### src/rtl/ball_logic.sv
// ball_logic: free-running ball motion generator for the pong logic.
// Each axis moves by +/-SPEED on every clock edge. An axis reverses direction
// when its next step would leave 0..LIMIT.
//
// Ports:
//   clk        - sole clock; all state changes on the rising edge
//   reset      - synchronous, active-high; recentres the ball and sets both
//                directions to +SPEED
//   ball_hpos  - registered horizontal position, range 0..H_LIMIT
//   ball_vpos  - registered vertical position, range 0..V_LIMIT
module ball_logic #(
  parameter int H_LIMIT = 256,
  parameter int V_LIMIT = 240,
  parameter int SPEED   = 2
) (
  input  logic       clk,
  input  logic       reset,
  output logic [8:0] ball_hpos,
  output logic [8:0] ball_vpos
);

  localparam logic [8:0] STEP_POS = 9'(SPEED);
  localparam logic [9:0] STEP_W   = 10'(SPEED);
  localparam logic [9:0] H_LIM_W  = 10'(H_LIMIT);
  localparam logic [9:0] V_LIM_W  = 10'(V_LIMIT);
  localparam logic [8:0] H_CENTRE = 9'(H_LIMIT / 2);
  localparam logic [8:0] V_CENTRE = 9'(V_LIMIT / 2);

  // Two's complement step registers, always +SPEED or -SPEED.
  logic [8:0] ball_horiz_move;
  logic [8:0] ball_vert_move;

  logic       ball_horiz_collide;
  logic       ball_vert_collide;

  logic [8:0] ball_hpos_d;
  logic [8:0] ball_vpos_d;
  logic [8:0] ball_horiz_move_d;
  logic [8:0] ball_vert_move_d;

  // Upper bound is checked at 10 bits so pos + SPEED cannot wrap.
  always_comb begin
    ball_horiz_collide =
      (!ball_horiz_move[8] && (({1'b0, ball_hpos} + STEP_W) > H_LIM_W)) ||
      ( ball_horiz_move[8] && (ball_hpos < STEP_POS));
    ball_vert_collide =
      (!ball_vert_move[8] && (({1'b0, ball_vpos} + STEP_W) > V_LIM_W)) ||
      ( ball_vert_move[8] && (ball_vpos < STEP_POS));
  end

  // On collision, step by the negated move in the same cycle.
  always_comb begin
    ball_hpos_d       = ball_hpos + ball_horiz_move;
    ball_horiz_move_d = ball_horiz_move;
    if (ball_horiz_collide) begin
      ball_hpos_d       = ball_hpos - ball_horiz_move;
      ball_horiz_move_d = '0 - ball_horiz_move;
    end

    ball_vpos_d      = ball_vpos + ball_vert_move;
    ball_vert_move_d = ball_vert_move;
    if (ball_vert_collide) begin
      ball_vpos_d      = ball_vpos - ball_vert_move;
      ball_vert_move_d = '0 - ball_vert_move;
    end
  end

  always_ff @(posedge clk) begin
    if (reset) begin
      ball_hpos       <= H_CENTRE;
      ball_vpos       <= V_CENTRE;
      ball_horiz_move <= STEP_POS;
      ball_vert_move  <= STEP_POS;
    end else begin
      ball_hpos       <= ball_hpos_d;
      ball_vpos       <= ball_vpos_d;
      ball_horiz_move <= ball_horiz_move_d;
      ball_vert_move  <= ball_vert_move_d;
    end
  end

endmodule

### config.mk
export PLATFORM = sky130hd
export DESIGN_NAME = ball_logic
export DESIGN_NICKNAME = d
export VERILOG_FILES = /design/src/rtl/ball_logic.sv
export SDC_FILE = /design/constraint.sdc
export NUM_CORES = 1
export LEC_CHECK = 0
export ABC_CLOCK_PERIOD_IN_PS = 3650
export CORE_ASPECT_RATIO = 0.7
export CORE_MARGIN = 8
export CORE_UTILIZATION = 51
export DETAILED_ROUTE_END_ITERATION = 6
export PLACE_DENSITY_LB_ADDON = 0.15
export SETUP_SLACK_MARGIN = 0.2
export SYNTH_ARGS = -nofsm -noshare
export SYNTH_HDL_FRONTEND = slang
export SYNTH_SLANG_ARGS = --single-unit
### constraint.sdc
create_clock -name clk -period 3.65 [get_ports clk]
set_input_delay 0.73 -clock clk [delete_from_list [all_inputs] [get_ports clk]]
set_output_delay 0.73 -clock clk [all_outputs]
set_load 0.01 [all_outputs]
== Yosys cells after proc, flatten, opt, wreduce, memory -nomap -nowiden ==
Cells that the tools add are included.
Widths: inputs -> output; s select.

* Logic and storage cells: 26
* Bits in latches: 0
* Flip-flop bits (word level): 36
* Bits in writable memories: 0
* Memories: 0
* Memory bits (read-only): 0
* Input port bits: 2
* Output and inout bits: 18

* $add $sub $neg: 8
* Shift operators: 0
* Div/mod/pow operators: 0
* Magnitude comparators: 4
* Mux-type cells: 2
* Eq/ne operators: 0
* Reduce and logical (&&, ||, !) cells: 8
* Bitwise logic cells: 0
* Multiply operators: 0

{| class="wikitable"
|+ Operators with widths
! operator !! number
|-
| $add 9x2->10 const B || 2
|-
| $add 9x9->9 || 2
|-
| $lt 9x2->1 const B || 2
|-
| $mux 9 || 2
|-
| $sub 1x9->9 const A || 2
|-
| $sub 9x9->9 || 2
|-
| $gt 10x8->1 const B || 1
|-
| $gt 10x9->1 const B || 1
|-
| $logic_and 1x1->1 || 4
|-
| $logic_not 1->1 || 2
|-
| $logic_or 1x1->1 || 2
|}

== Logic depth before layout (Yosys ltp) ==
Gate-level depths: netlist of run 1.

* Depth in word-level cells: 5
* Depth in mapped cells: 16
* Depth with buffers taken out: 15

== Worst setup path after synthesis of run 1 ==
No wires, ideal clock.

* Path type: reg2reg
* Start: register ball_vpos[1]
* End: register ball_vpos[6]
* Arrival: 3,421 ps
* Path slack: 100 ps
* Library setup time: 129 ps
* Cell stages (with the launch flop): 17
* Cell sequence: dfxtp_1 -> inv_1 -> ha_1 -> or3b_1 -> a21oi_1 -> nor3_1 -> a21oi_1 -> buf_2 -> nor3_1 -> or3_1 -> ha_1 -> a21o_1 -> a21oi_1 -> o21bai_1 -> a21oi_1 -> xor2_1 -> nand2_1

* Cells in the longest elaborated chain, start to end: 5
* Elaborated cells on any way between the ends: 9

{| class="wikitable"
|+ RTL lines
! element !! line !! RTL
|-
| start: declaration || 19 || <nowiki>output logic [8:0] ball_vpos</nowiki>
|-
| start signal: assignment || 76 || <nowiki>ball_vpos <= ball_vpos_d;</nowiki>
|-
| $add 9x2->10 || 47 || <nowiki>(!ball_vert_move[8] && (({1'b0, ball_vpos} + STEP_W) > V_LIM_W)) ||</nowiki>
|-
| $gt 10x8->1 || 47 ||
|-
| $logic_and 1x1->1 || 47 ||
|-
| $logic_or 1x1->1 || 47 ||
|-
| $mux 9 * || 62 || <nowiki>if (ball_vert_collide) begin</nowiki>
|}

Every way passes the cells marked *; elsewhere a longest branch is shown, timed or not.
A chain may end at the register's enable or synchronous reset.

== Final worst setup path of run 1 ==
* Start: register ball_vpos[2]
* End: register ball_vpos[6]

The elaborated chain is that of the path after synthesis.

==> results.md, run 1 <==
• result of the run: finished, final reports clean
• share of synthesized registers carrying an async set or reset: 0%
• area share of fa/ha/maj cells after synthesis: 13.5%
• aggregate routed wire length: 4.95 mm
• highest-delay cell along the critical path: or3b_1
• type of element capturing the critical path: register
• Core Area: 0.00390 mm2
• MaxCap Viol Count: 0
• CTS tree: done
• root buffer cell: clkbuf_8
• power density relative to cell area: 802 mW/mm2
• biggest area contributors in the synthesized netlist: dfxtp_1 29%, ha_1 12%, xnor2_2 3.9%
• post-synthesis simple-gate area fraction: 24.8%
• kind of path behind the tightest hold check: register to register
• vias in the first global route: 1793
• dominant synthesized flop cell: dfxtp_1
• number of flops mapped to enable cells by yosys: 0
• post-synthesis sequential element count: 30
• antenna violations before repair: 0
• clk_lat worst skew: 290 ps
• row cnt: 19
• final net count: 288
• Peak VDD IR: 0.747 mV
• Slowest Stage Delay on Critical Path: 390 ps
• final hold violations: 0
• num ports: 20
• CP startpoint kind: register
• number of I/O port buffers: 17
• compound-gate portion of the synthesized area: 18.7%
• clock period minus final worst setup slack: 3320 ps
• crit-path cells: inv_2, ha_1, or3b_1, a21oi_2, nor3_2, a21oi_4, nor3_2, or3_1, ha_1, a21o_1, a21oi_2, o21bai_1, a21oi_1, xor2_1, nand2_1
• number of cells produced by synthesis: 238
• cts hold-fix bufs: 0
• arrival time at the worst endpoint: 3470 ps
• final clock skew: 6.16 ps
• RSZ-0062 raised after global routing: true
• largest family of logic cells by synthesized area: simple AND/OR/NAND/NOR gates
• FILL cells: 325
• proportion of netlist area held by the largest area contributor: 29.2%
• mux share of post-synthesis cell area: 0.486%
• share of the clock period used by the worst path: 90.9%
• die outline area: 0.00636 mm2
• Die X: 92.0 um
• post-synthesis xor/xnor area fraction: 7.72%
• clock sink count: 30
• crit-path max FO: 6
• CTS Buf Count: 5
• largest area contributor in the synthesized netlist: dfxtp_1
• number of nets with antenna violations after routing: 0
• die height: 69.2 um
• DR DRC count: 0
• area growth from synthesis to final layout: 23.6%
• depth of the worst register-to-register path: 15
• mean instance size in the synthesized netlist: 8.65 um2
• dpl hpwl: 3.53 mm
• CP required: 3800 ps
• overall track demand over capacity in global routing: 16.2%
• DR WL/cell: 15.6 um
• Synth cell types: 48
• setup tns final: 0 ps
• antenna fix cells: 0
• most common cell after layout, fill and taps aside: dfxtp_1
• Clock transition at path regs: 70 ps
• total via count in the routed design: 1828
• total global routing overflow: 0
• worst slew margin relative to its limit: 65.8%
• achievable frequency: 302 MHz
• first-pass GRT wire length: 8.49 mm
• warnings from Yosys: 0
• final-report setup violation count: 0
• total leakage power: 1.08 nW
• Routability Congestion: 0.841
• share of synthesized area occupied by flip-flops and latches: 29.2%
• iteration count of the initial detailed-routing pass: 4
• via density per instance: 5.77
• Fin Hold WS: 579 ps
• drt initial violations: 152
• most frequent cells in the layout: 26 x dfxtp_1, 17 x nor2_1, 17 x clkdlybuf4s50_1
• fraction of layout cells with a size suffix above 1: 20.4%
• Min-Delay Path Depth: 2
• Crit Path Class: register to register
• starting utilization of the core area: 52.8%
• Max H-tree Level: 2
• largest net degree at the start of global routing: 17
• post-synth design cell area: 0.00206 mm2
• transition time of the tightest slew-check pin: 513 ps
• number of max-slew violations in the final report: 0
• maximum buffer depth of the clock tree: 2
==> metal layers <==
layer	global-route usage, %	wire [um]	vias up
met1	23.0	2590	874
met3	4.54	311	4
li1	-	-	905
met4	5.52	37	0
met2	22.3	2000	45
met5	0	0	-
==> logic make-up after synthesis <==
logic type               count (synthesis)
AO/OA/AOI/OAI                           57
XOR/XNOR                                13
adder cells (fa/ha/maj)                 21
buffers and inverters                   22
flip-flops                              30
multiplexers                             1
other                                    2
AND/OR/NAND/NOR                         92
==> power by group <==
part           total (mW)  internal [mW]  switching, mW
clock               0.258          0.131          0.127
combinational        1.26          0.652          0.611
sequential          0.520          0.409          0.111
total                2.04           1.19          0.850
==> Yosys cell counts, types with 2 or more instances <==
library cell,count
inv_1,14
or3_1,7
a21o_1,3
o31a_1,6
and2_1,6
nor4_1,4
nand2_1,9
dfxtp_1,30
and3_1,7
buf_2,2
xnor2_1,3
clkbuf_1,3
conb_1,2
a21oi_1,14
xor2_1,4
o21a_1,6
xnor2_2,5
nor3_1,12
ha_1,19
fa_1,2
buf_4,2
o21bai_1,2
nor2b_1,8
nand2b_1,5
nand3_1,9
nor2_1,17
o21ai_0,16
==> cell type report <==
cell class | count | area (um2) | area share [%]
sequential | 30 | 606 | 23.8
multi-input combinational | 188 | 1500 | 59.0
timing repair buffer | 26 | 245 | 9.63
inverter | 14 | 52.6 | 2.06
clock buffer | 7 | 76.3 | 3.00
tap | 52 | 65.1 | 2.56
==> registers in the layout, summed over array words and instances, names as in the netlist <==
| register | cells |
|---|---|
| ball_hpos | 8 |
| ball_vpos | 8 |
| ball_horiz_move | 7 |
| ball_vert_move | 7 |
==> critical path: cells and delay by family (launching register included) <==
| family | cells | cell delay [ps] |
|---|---|---|
| buf+inv | 1 | 50 |
| compound gates | 6 | 1010 |
| xor+xnor | 1 | 180 |
| fa+ha+maj | 2 | 570 |
| flops | 1 | 330 |
| simple gates | 5 | 1010 |
==> repair_timing <==
action	in CTS	in global routing
setup endpoints to repair	3	6
pin swaps	0	13
buffers inserted	0	1
gates resized for setup	1	29
==> per-stage QoR <==
stage	cell area [um2]	utilization, %	std cells	total power, mW	setup WS, ps
finish	2550	65.3	317	2.04	334
global route	2550	65.3	317	2.23	140
CTS	2390	61.3	316	1.76	228
detailed placement	2310	59.2	309	1.50	143
global placement	2310	59.2	309	1.48	246
floorplan	2070	-	240	1.24	208
==> path summary, 6_finish.rpt <==
path	endpoint	slack, ps	startpoint
worst max-delay path	ball_vpos[6]	330	ball_vpos[2]
worst min-delay path	ball_horiz_move[2]	580	ball_horiz_move[2]
worst max register to register	ball_vpos[6]	330	ball_vpos[2]
worst min register to register	ball_horiz_move[2]	580	ball_horiz_move[2]
(Power assumes the default switching activity.)
==> run 2, diff against run 1 <==
CTS_CLUSTER_DIAMETER = 200   (was default)
==> results of run 2 <==
Same layout as run 1: the final DEF is identical, and so are final timing and power.
